## src/rtl/counter_param.sv

```systemverilog
// -----------------------------------------------------------------------------
// counter_param
// Parametrised WIDTH-bit modulo counter with four modes (+STEP, -1, +1, load D).
// The count range is 0..MAX. RCO is a registered wrap pulse and CO is a
// combinational cascade carry, so instances chain into wider or decade
// counters on a single clock.
//
// Build option:
//   COUNTER_RCO_HALF_EN  when defined, RCO is shortened to the half period
//                        between the wrapping rising edge and the next falling
//                        edge. When undefined, RCO lasts one full period and no
//                        falling-edge logic is built.
// -----------------------------------------------------------------------------
module counter_param #(
   parameter int WIDTH = 4,
   parameter int STEP  = 3,
   parameter int MAX   = (1 << WIDTH) - 1
) (
   input  logic             CLK,
   input  logic             RESET,
   input  logic             ENABLE,
   input  logic             CI,
   input  logic [WIDTH-1:0] D,
   input  logic [1:0]       MODO,
   output logic [WIDTH-1:0] Q,
   output logic             RCO,
   output logic             LOAD,
   output logic             CO
);

   // Constants. The up-count sum is WIDTH+1 bits wide so the carry out of
   // the top bit is never lost, even when MAX is the full binary range.
   localparam logic [WIDTH:0]   L_MAX_X  = (WIDTH+1)'(MAX);
   localparam logic [WIDTH:0]   L_MOD_X  = (WIDTH+1)'(MAX + 1);
   localparam logic [WIDTH:0]   L_STEP_X = (WIDTH+1)'(STEP);
   localparam logic [WIDTH:0]   L_ONE_X  = (WIDTH+1)'(1);
   localparam logic [WIDTH-1:0] L_MAX_W  = WIDTH'(MAX);
   localparam logic [WIDTH-1:0] L_ZERO_W = {WIDTH{1'b0}};
   localparam logic [WIDTH-1:0] L_ONE_W  = WIDTH'(1);

   localparam logic [1:0] MODE_UP_STEP = 2'b00;
   localparam logic [1:0] MODE_DOWN    = 2'b01;
   localparam logic [1:0] MODE_UP_ONE  = 2'b10;
   localparam logic [1:0] MODE_LOAD    = 2'b11;

   // State
   logic [WIDTH-1:0] r_q;
   logic             r_rco;
   logic             r_load;

   // Next-state and datapath wires
   logic [WIDTH:0]   w_inc;
   logic [WIDTH:0]   w_sum;
   logic             w_up_wrap;
   logic [WIDTH-1:0] w_up_val;
   logic             w_dn_wrap;
   logic [WIDTH-1:0] w_dn_val;
   logic [WIDTH-1:0] w_ld_val;
   logic             w_adv;
   logic             w_term;
   logic [WIDTH-1:0] w_q_nxt;
   logic             w_rco_nxt;
   logic             w_load_nxt;

   // Pick the increment for the two up modes (STEP for 00, one otherwise).
   always_comb begin
      w_inc = L_ONE_X;
      case (MODO)
         MODE_UP_STEP: w_inc = L_STEP_X;
         MODE_UP_ONE:  w_inc = L_ONE_X;
         default:      w_inc = L_ONE_X;
      endcase
   end

   // Up path: anything above MAX wraps, including a forced out-of-range Q.
   assign w_sum     = {1'b0, r_q} + w_inc;
   assign w_up_wrap = (w_sum > L_MAX_X);
   assign w_up_val  = w_up_wrap ? WIDTH'(w_sum - L_MOD_X) : w_sum[WIDTH-1:0];

   // Down path: zero wraps to MAX; any other value, even above MAX, decrements.
   assign w_dn_wrap = (r_q == L_ZERO_W);
   assign w_dn_val  = w_dn_wrap ? L_MAX_W : (r_q - L_ONE_W);

   // Load path saturates at MAX so Q can never leave the legal range.
   assign w_ld_val  = (D > L_MAX_W) ? L_MAX_W : D;

   // Loads need only ENABLE; counting modes also need the cascade carry.
   assign w_adv = ENABLE & (CI | (MODO == MODE_LOAD));

   // Terminal condition for the cascade carry: the value about to wrap.
   always_comb begin
      w_term = 1'b0;
      case (MODO)
         MODE_UP_STEP: w_term = w_up_wrap;
         MODE_UP_ONE:  w_term = w_up_wrap;
         MODE_DOWN:    w_term = w_dn_wrap;
         MODE_LOAD:    w_term = 1'b0;
         default:      w_term = 1'b0;
      endcase
   end

   // The carry goes to the next stage on the same edge, so it is combinational.
   assign CO = ENABLE & CI & w_term;

   // Next-state selection; RCO and LOAD are single-cycle flags, default low.
   always_comb begin
      w_q_nxt    = r_q;
      w_rco_nxt  = 1'b0;
      w_load_nxt = 1'b0;
      if (w_adv) begin
         case (MODO)
            MODE_UP_STEP: begin
               w_q_nxt   = w_up_val;
               w_rco_nxt = w_up_wrap;
            end
            MODE_UP_ONE: begin
               w_q_nxt   = w_up_val;
               w_rco_nxt = w_up_wrap;
            end
            MODE_DOWN: begin
               w_q_nxt   = w_dn_val;
               w_rco_nxt = w_dn_wrap;
            end
            MODE_LOAD: begin
               w_q_nxt    = w_ld_val;
               w_load_nxt = 1'b1;
            end
            default: begin
               w_q_nxt = r_q;
            end
         endcase
      end else begin
         w_q_nxt = r_q;
      end
   end

   // Count, wrap flag and load flag registers; reset clears them at once.
   always_ff @(posedge CLK or posedge RESET) begin
      if (RESET) begin
         r_q    <= L_ZERO_W;
         r_rco  <= 1'b0;
         r_load <= 1'b0;
      end else begin
         r_q    <= w_q_nxt;
         r_rco  <= w_rco_nxt;
         r_load <= w_load_nxt;
      end
   end

   assign Q    = r_q;
   assign LOAD = r_load;

`ifdef COUNTER_RCO_HALF_EN
   logic r_rco_n;

   // Falling-edge copy of the wrap flag; masks RCO after the first half period.
   always_ff @(negedge CLK or posedge RESET) begin
      if (RESET) begin
         r_rco_n <= 1'b0;
      end else begin
         r_rco_n <= r_rco;
      end
   end

   assign RCO = r_rco & ~r_rco_n;
`else
   assign RCO = r_rco;
`endif

endmodule

```

## config.mk

```make
export PLATFORM = sky130hd
export DESIGN_NAME = counter_param
export DESIGN_NICKNAME = d
export VERILOG_FILES = /design/src/rtl/counter_param.sv
export SDC_FILE = /design/constraint.sdc
export NUM_CORES = 1
export LEC_CHECK = 0
export CAP_MARGIN = 20
export CORE_AREA = 5 5 42 44
export CTS_CLUSTER_DIAMETER = 50
export CTS_CLUSTER_SIZE = 30
export DETAILED_ROUTE_END_ITERATION = 8
export DIE_AREA = 0 0 47 49
export PLACE_DENSITY = 0.75
export SKIP_CTS_REPAIR_TIMING = 1
export SYNTH_ARGS = -nofsm -noshare
export SYNTH_HDL_FRONTEND = slang
export SYNTH_SLANG_ARGS = --single-unit
```

## constraint.sdc

```tcl
create_clock -name CLK -period 4.6 [get_ports CLK]
set_clock_uncertainty 0.2 [all_clocks]
set_input_delay 0.92 -clock CLK [delete_from_list [all_inputs] [get_ports CLK]]
set_output_delay 0.92 -clock CLK [all_outputs]
set_load 0.1 [all_outputs]
```

## Word level (Yosys, flattened, before mapping)

Index checks and enable logic that the tools add are counted.

- Add/subtract/negate cells: 3
- Magnitude comparators: 2
- Equality and inequality tests: 3
- Mux-type cells: 10
- Bitwise operators: 4
- Reduce and logical (&&, ||, !) cells: 3

Operators by type and width:

| operator | count |
|---|---|
| $mux W4 | 3 |
| $pmux W4 S3 | 1 |
| $sub A4 B1 Y4 const B | 2 |
| $add A4 B2 Y5 | 1 |
| $gt A5 B4 Y1 const B | 1 |
| $eq A2 B2 Y1 const B | 2 |
| $gt A4 B4 Y1 const B | 1 |
| $logic_not A4 Y1 | 1 |
| $and A1 B1 Y1 | 3 |
| $mux W1 | 3 |
| $pmux W1 S3 | 1 |
| $eq A2 B1 Y1 const B | 1 |
| $logic_not A2 Y1 | 1 |
| $mux W2 | 1 |
| $pmux W1 S2 | 1 |
| $reduce_or A2 Y1 | 1 |
| $or A1 B1 Y1 | 1 |

- Flip-flop bits (word level): 6
- Bits of input ports: 10
- Output and inout port bits: 7
- Word-level logic and storage cells: 28

## Longest topological paths before layout

Gate-level depths: netlist of run 1.

- Word-level depth: 6
- Mapped depth: 7
- Depth with buffers taken out: 6

## Least setup slack after synthesis of run 1

Ideal clock, no wire load.

- Path kind: flip-flop to output port
- From: reg r_q[0], in the netlist Q[0]
- To: out CO
- Arrival time: 3344 ps
- Required time: 3480 ps
- Path slack: 136 ps
- Stages on the path, launching flop included: 6
- Path buffers: 0
- Path through: dfrtp_1 inv_1 fa_1 xnor2_1 a31oi_1 nor2_1

- Word-level cells in the longest chain between the ends: 4
- Elaborated cells between the ends (all ways): 5
- Classes of those cells: add/sub (1); order compare (1); mux (1); bitwise (1); reduce/logical (1)

RTL lines:

| what | RTL line | RTL |
|---|---|---|
| start: declaration | 47 | `logic [WIDTH-1:0] r_q;` |
| start signal: assignment | 144 | `r_q <= w_q_nxt;` |
| $add A4 B2 Y5 | 76 | `assign w_sum = {1'b0, r_q} + w_inc;` |
| $gt A5 B4 Y1 | 77 | `assign w_up_wrap = (w_sum > L_MAX_X);` |
| $pmux W1 S3 (*) | 93 | `case (MODO)` |
| $and A1 B1 Y1 (*) | 103 | `assign CO = ENABLE & CI & w_term;` |
| end: declaration | 28 | `output logic CO` |

Every way passes the cells marked *; elsewhere a longest branch is shown, timed or not.

## Worst setup path after layout of run 1

- From: in MODO[0]
- To: out CO

- Word-level cells in the longest chain between the ends: 6
- Elaborated cells between the ends (all ways): 10
- Classes of those cells: add/sub (1); order compare (1); eq/ne (3); mux (2); bitwise (1); reduce/logical (2)

RTL lines:

| what | RTL line | RTL |
|---|---|---|
| start: declaration | 24 | `input logic [1:0] MODO,` |
| $logic_not A2 Y1 | 68, 93 |  |
| $mux W2 | 68 | `case (MODO)` |
| $add A4 B2 Y5 | 76 |  |
| $gt A5 B4 Y1 | 77 |  |
| $pmux W1 S3 (*) | 93 |  |
| $and A1 B1 Y1 (*) | 103 |  |

Marked as above.

==> impl_results.md, run 1 <==
* CTS Buf Count at 3
* Pwr/cell area at 429.6 nW/um2
* DP HPWL at 1009 um
* Clock buffer depth at 2
* Mapped Avg Cell Area at 8.321 um2
* Rel. slew slack at 35.40%
* Crit path launch type: input pin
* Dominant cells by area after synthesis: dfrtp_1 29%, ha_1 7.2%, nor2_1 5.7%, inv_1 5.0%, nand2b_1 4.8%
* N_diodes at 0
* Area of the core at 1401 um2
* Initial Utilization at 37.41%
* Clock latency on the worst-skew pair at 240 ps
* FMAX at 259.3 MHz
* Core Rows at 14
* Die Area at 2303 um2
* Post-synth top flop: dfrtp_1
* Netlist Area Pre-Place at 524.3 um2
* Clk pin slew, worst setup/hold paths at 40 ps
* # port buffers at 16
* Vias at 528
* Period minus WS final at 3856 ps
* Seq/Total Area, Yosys at 28.64%
* Max cap viols at 0
* RSZ-0062 raised after global routing: false
* EDFF count, synth at 0
* Final WL at 1326 um
* Yosys cell types at 31
* DR WL/cell at 13.67 um
* Nets@finish at 97
* Mapped Cells at 63
* Fillers at 141
* Die span in x at 47 um
* Run status: finished, final reports clean
* Dpl ws at 763.5 ps
* GR Util met3 at 0%
* DR pass1 iterations at 4
* Area leader, netlist: dfrtp_1
* CTS Sinks at 6
* Endpoint type of the worst setup path: output port
* Max rail drop VDD at 0.2011 mV
* Max-slew violations at 0
* P_leak at 0.3255 nW
* CP max FO at 2
* Busiest grt layer: met2
* Io pins at 17
* Setup Crit Path Kind: input pin to output port
* Async SR Flop Fraction at 100.0%
* Vias per inst at 5.443
* Gr usage total at 12.43%
* Final setup viols at 0
* Worst path required time at 3480 ps
* Commonest non-fill, non-tap cell in the layout: clkdlybuf4s50_1
* Share of cells above drive strength 1 at 9.877%
* Die Ht at 49 um
* DRC violations left at 0
* Hold Violations, Final at 0
* Worst-margin pin slew at 966.0 ps
* Initial antenna violation count at 0
* Final WS setup at 743.6 ps
* HP Class: register to register
* TNS Setup at 0 ps
* Met1 usage in global routing at 14.45%
* Vias in the first global route at 510
* #FFs+latches synth at 6
* Largest net degree at the start of global routing at 12
* Drt initial violations at 18
* Synth top area share at 28.64%
* CTS tree: yes
* CP arrival at 2740 ps
* RePlAce Congestion at 0.9652
* Clk root buf: clkbuf_4
* Antenna-violating nets left at 0
* GR Util met2 at 21.04%
* First-pass GRT wire length at 2111 um
* Crit share post-route at 83.83%
* GRT overflow at 0
* Hold Worst Slack at 436.5 ps
* Most frequent cells in the layout: 15 x clkdlybuf4s50_1, 8 x nor2_1, 7 x inv_1
* YS warnings at 0
* Area grow syn2layout at 39.62%
* H-tree depth at 1
* Synth Net Count at 77
-- per-layer routing --
layer	vias up	wire length [um]
li1	259	-
met2	15	704
met4	0	14
met3	2	55
met1	252	550
met5	-	0
-- cells in the mapped netlist, types with 2 or more instances --
library cell,count
ha_1,3
nor2_1,8
nand2_1,4
a21oi_1,3
nand2b_1,4
dfrtp_1,6
inv_1,7
nand3_1,2
o31ai_1,2
a31oi_1,2
mux2i_1,2
-- worst max-delay path, cell delays in order --
cell and delay [ps]:
clkdlybuf4s50_1 420, nor2_1 150, inv_1 70, fa_1 420
xnor2_1 200, a31oi_1 140, nor2_1 220, buf_12 210
-- cell type report --
cell class                 instances  area [um2]  share of cell area, %
clock buffer                       3       22.52                  3.077
sequential                         6       150.1                  20.51
timing repair buffer              18       185.2                  25.30
inverter                           7       26.28                  3.590
tap                               16       20.02                  2.735
multi-input combinational         47       327.8                  44.79
-- metrics by stage --
stage	cell area, um2	power (mW)	util, %	instances
finish	732.0	0.3144	52.23	97
global placement	709.4	0.2654	50.63	94
CTS	732.0	0.3156	52.23	97
detailed placement	709.4	0.2677	50.63	94
global route	732.0	0.3305	52.23	97
floorplan	524.3	0.2236	-	63
-- power breakdown --
part | total, mW | switching (mW) | internal (mW) | leakage, nW
logic | 0.186 | 0.124 | 0.0616 | 0.237
clock network | 0.0469 | 0.0175 | 0.0294 | 0.0138
registers | 0.0820 | 0.0198 | 0.0622 | 0.0745
total | 0.314 | 0.161 | 0.153 | 0.326
-- final timing paths --
| path | startpoint | end | slack [ps] | cells after the start |
|---|---|---|---|---|
| worst max register to register | Q[0] | RCO | 2600 | 6 |
| min in group asynchronous | RESET | Q[2] | 680 | 2 |
| max in group asynchronous | RESET | Q[0] | 3330 | 2 |
| worst min register to register | Q[3] | Q[3] | 440 | 2 |
| worst min-delay path | Q[3] | Q[3] | 440 | 2 |
| worst max-delay path | MODO[0] | CO | 740 | 8 |
-- cell families (layout without fill, tap and decap cells) --
family | after synthesis | count (layout) | share of synthesized area (%)
buffers and inverters | 10 | 28 | 8.830
DFF | 6 | 6 | 28.64
xor gates and xnor gates | 1 | 1 | 1.671
adders and majority gates | 4 | 4 | 10.98
and+or+nand+nor | 22 | 22 | 21.24
muxes | 2 | 2 | 3.819
AOI/OAI and AO/OA | 18 | 18 | 24.82
-- flip-flops by register name, indices dropped and copies added (netlist names) --
signal / cells
LOAD: 1
RCO: 1
Q: 4
Note: power is estimated with default switching activity, not from simulation.
==> inputs of run 2 (changes only) <==
clock period = 4 ns   (was 4.6 ns; I/O delays follow)
==> run 2 against run 1 <==
  * Die area is the same
  * Via count shrank 1.7%
  * Register-to-register slack lost 600 ps
  * Cell area grew 0.34%
  * Clock power grew 15%
  * Core utilization grew 0.18 points
==> impl_results.md, run 2 (synthesis results as in run 1) <==
* Run status: finished, final reports clean
* R2R Setup Slk at 2000 ps
* Die span in x at 47 um
* Vias in the first global route at 501
* Crit share post-route at 90.88%
* GR Util met3 at 0%
* Clk pin slew, worst setup/hold paths at 40 ps
* First-pass GRT wire length at 2139 um
* Commonest non-fill, non-tap cell in the layout: clkdlybuf4s50_1
* H-tree depth at 1
* Vias at 519
* Clock latency on the worst-skew pair at 240 ps
* CTS tree: yes
* Max reg flops at 4
* CTS Buf Count at 3
* P_leak at 0.3254 nW
* Area grow syn2layout at 40.10%
* Fin util at 52.41%
* Share of cells above drive strength 1 at 11.11%
* Worst r2r src: Q[0]
* Cell count along the critical path at 8
* Max rail drop VDD at 0.1899 mV
* CP arrival at 2640 ps
* Reg2Reg Capture Point: Q[2]
* Worst-margin pin slew at 965.4 ps
* Most frequent cells in the layout: 15 x clkdlybuf4s50_1, 7 x inv_1, 7 x nor2_1
* Slowest stage delay, CP at 420 ps
* Die Area at 2303 um2
* DP HPWL at 1070 um
* DRC violations left at 0
* CP max FO at 2
* Initial antenna violation count at 0
* Area after DPL at 711.9 um2
* Vias per inst at 5.351
* Worst path buffer plus inverter count at 3
* FMAX at 275.1 MHz
* Crit path from: MODO[0]
* Setup Crit Path Kind: input pin to output port
* Endpoint type of the worst setup path: output port
* Final setup viols at 0
* Worst setup path end: CO
* DR WL/cell at 13.94 um
* Period minus WS final at 3635 ps
* HP Class: register to register
* Final WL at 1352 um
* CTS Sinks at 6
* Clock buffer depth at 2
* Fillers at 152
* Largest net degree at the start of global routing at 12
* Hold Worst Slack at 442.0 ps
* Max-slew violations at 0
* RePlAce Congestion at 0.8452
* RSZ-0062 raised after global routing: false
* Drt initial violations at 14
* Hold Path Depth at 2
* Clk root buf: clkbuf_4
* Top delay family on crit path: buffers and inverters
* Rel. slew slack at 35.44%
* GR Util met2 at 20.14%
* Initial Utilization at 37.41%
* Die Ht at 49 um
* Final instance area at 734.5 um2
* Worst path required time at 3000 ps
* Register-to-Register Path Depth at 5
* Area of the core at 1401 um2
* Hold Violations, Final at 0
* Antenna-violating nets left at 0
* Crit-path slowest cell: clkdlybuf4s50_1
* Crit path launch type: input pin
* Met1 usage in global routing at 15.73%
* GRT overflow at 0
* Max cap viols at 0
* Pwr/cell area at 497.5 nW/um2
* Busiest grt layer: met2
* N_diodes at 0
* TNS Setup at 0 ps
* Core Rows at 14
* DR pass1 iterations at 4
* Gr usage total at 12.41%
* # port buffers at 16
* Worst path cell trace: clkdlybuf4s50_1 > nor2_1 > inv_1 > fa_1 > xnor2_1 > a31oi_1 > nor2_2 > buf_12
* Nets@finish at 97
* Io pins at 17
[run 2: cell counts in the layout (fill, tap and decap cells not counted)]
No cell type changed its count.
[run 2: how the worst min path moves through the flow]
stage           from    to  slack [ps]
2_1_floorplan  RESET  LOAD         390
3_3_place_gp    Q[3]  Q[3]         430
3_5_place_dp    Q[3]  Q[3]         430
4_1_cts         Q[3]  Q[3]         440
5_1_grt         Q[3]  Q[3]         470
6_report        Q[3]  Q[3]         440
[run 2: final cells by class]
class / count / area (um2) / share of cell area, %
multi-input combinational: 47 / 330.3 / 44.97
clock buffer: 3 / 22.52 / 3.066
inverter: 7 / 26.28 / 3.578
tap: 16 / 20.02 / 2.726
sequential: 6 / 150.1 / 20.44
timing repair buffer: 18 / 185.2 / 25.21
[run 2: worst min-delay path, cell delays in order (launching register included)]
cell and delay [ps]:
dfrtp_1 460, nand2_1 80, o31ai_1 60
[run 2: where the power goes]
| group | leakage [nW] | total (mW) | internal, mW | switching [mW] |
|---|---|---|---|---|
| clock | 0.0138 | 0.0540 | 0.0338 | 0.0202 |
| combinational | 0.237 | 0.217 | 0.0719 | 0.145 |
| sequential | 0.0745 | 0.0948 | 0.0715 | 0.0234 |
[run 2: stage by stage]
step	power (mW)	setup slack, ps	std cells
6_report	0.3654	365.0	97
3_3_place_gp	0.3050	407.0	94
4_1_cts	0.3664	385.5	97
2_1_floorplan	0.2578	101.2	63
3_5_place_dp	0.3113	387.5	94
5_1_grt	0.3827	237.1	97
[run 2: routing by layer]
layer	part of all wire (%)	routed length, um
met4	1.5	20
met3	2.8	38
met2	51	688
met1	45	604
met5	0	0
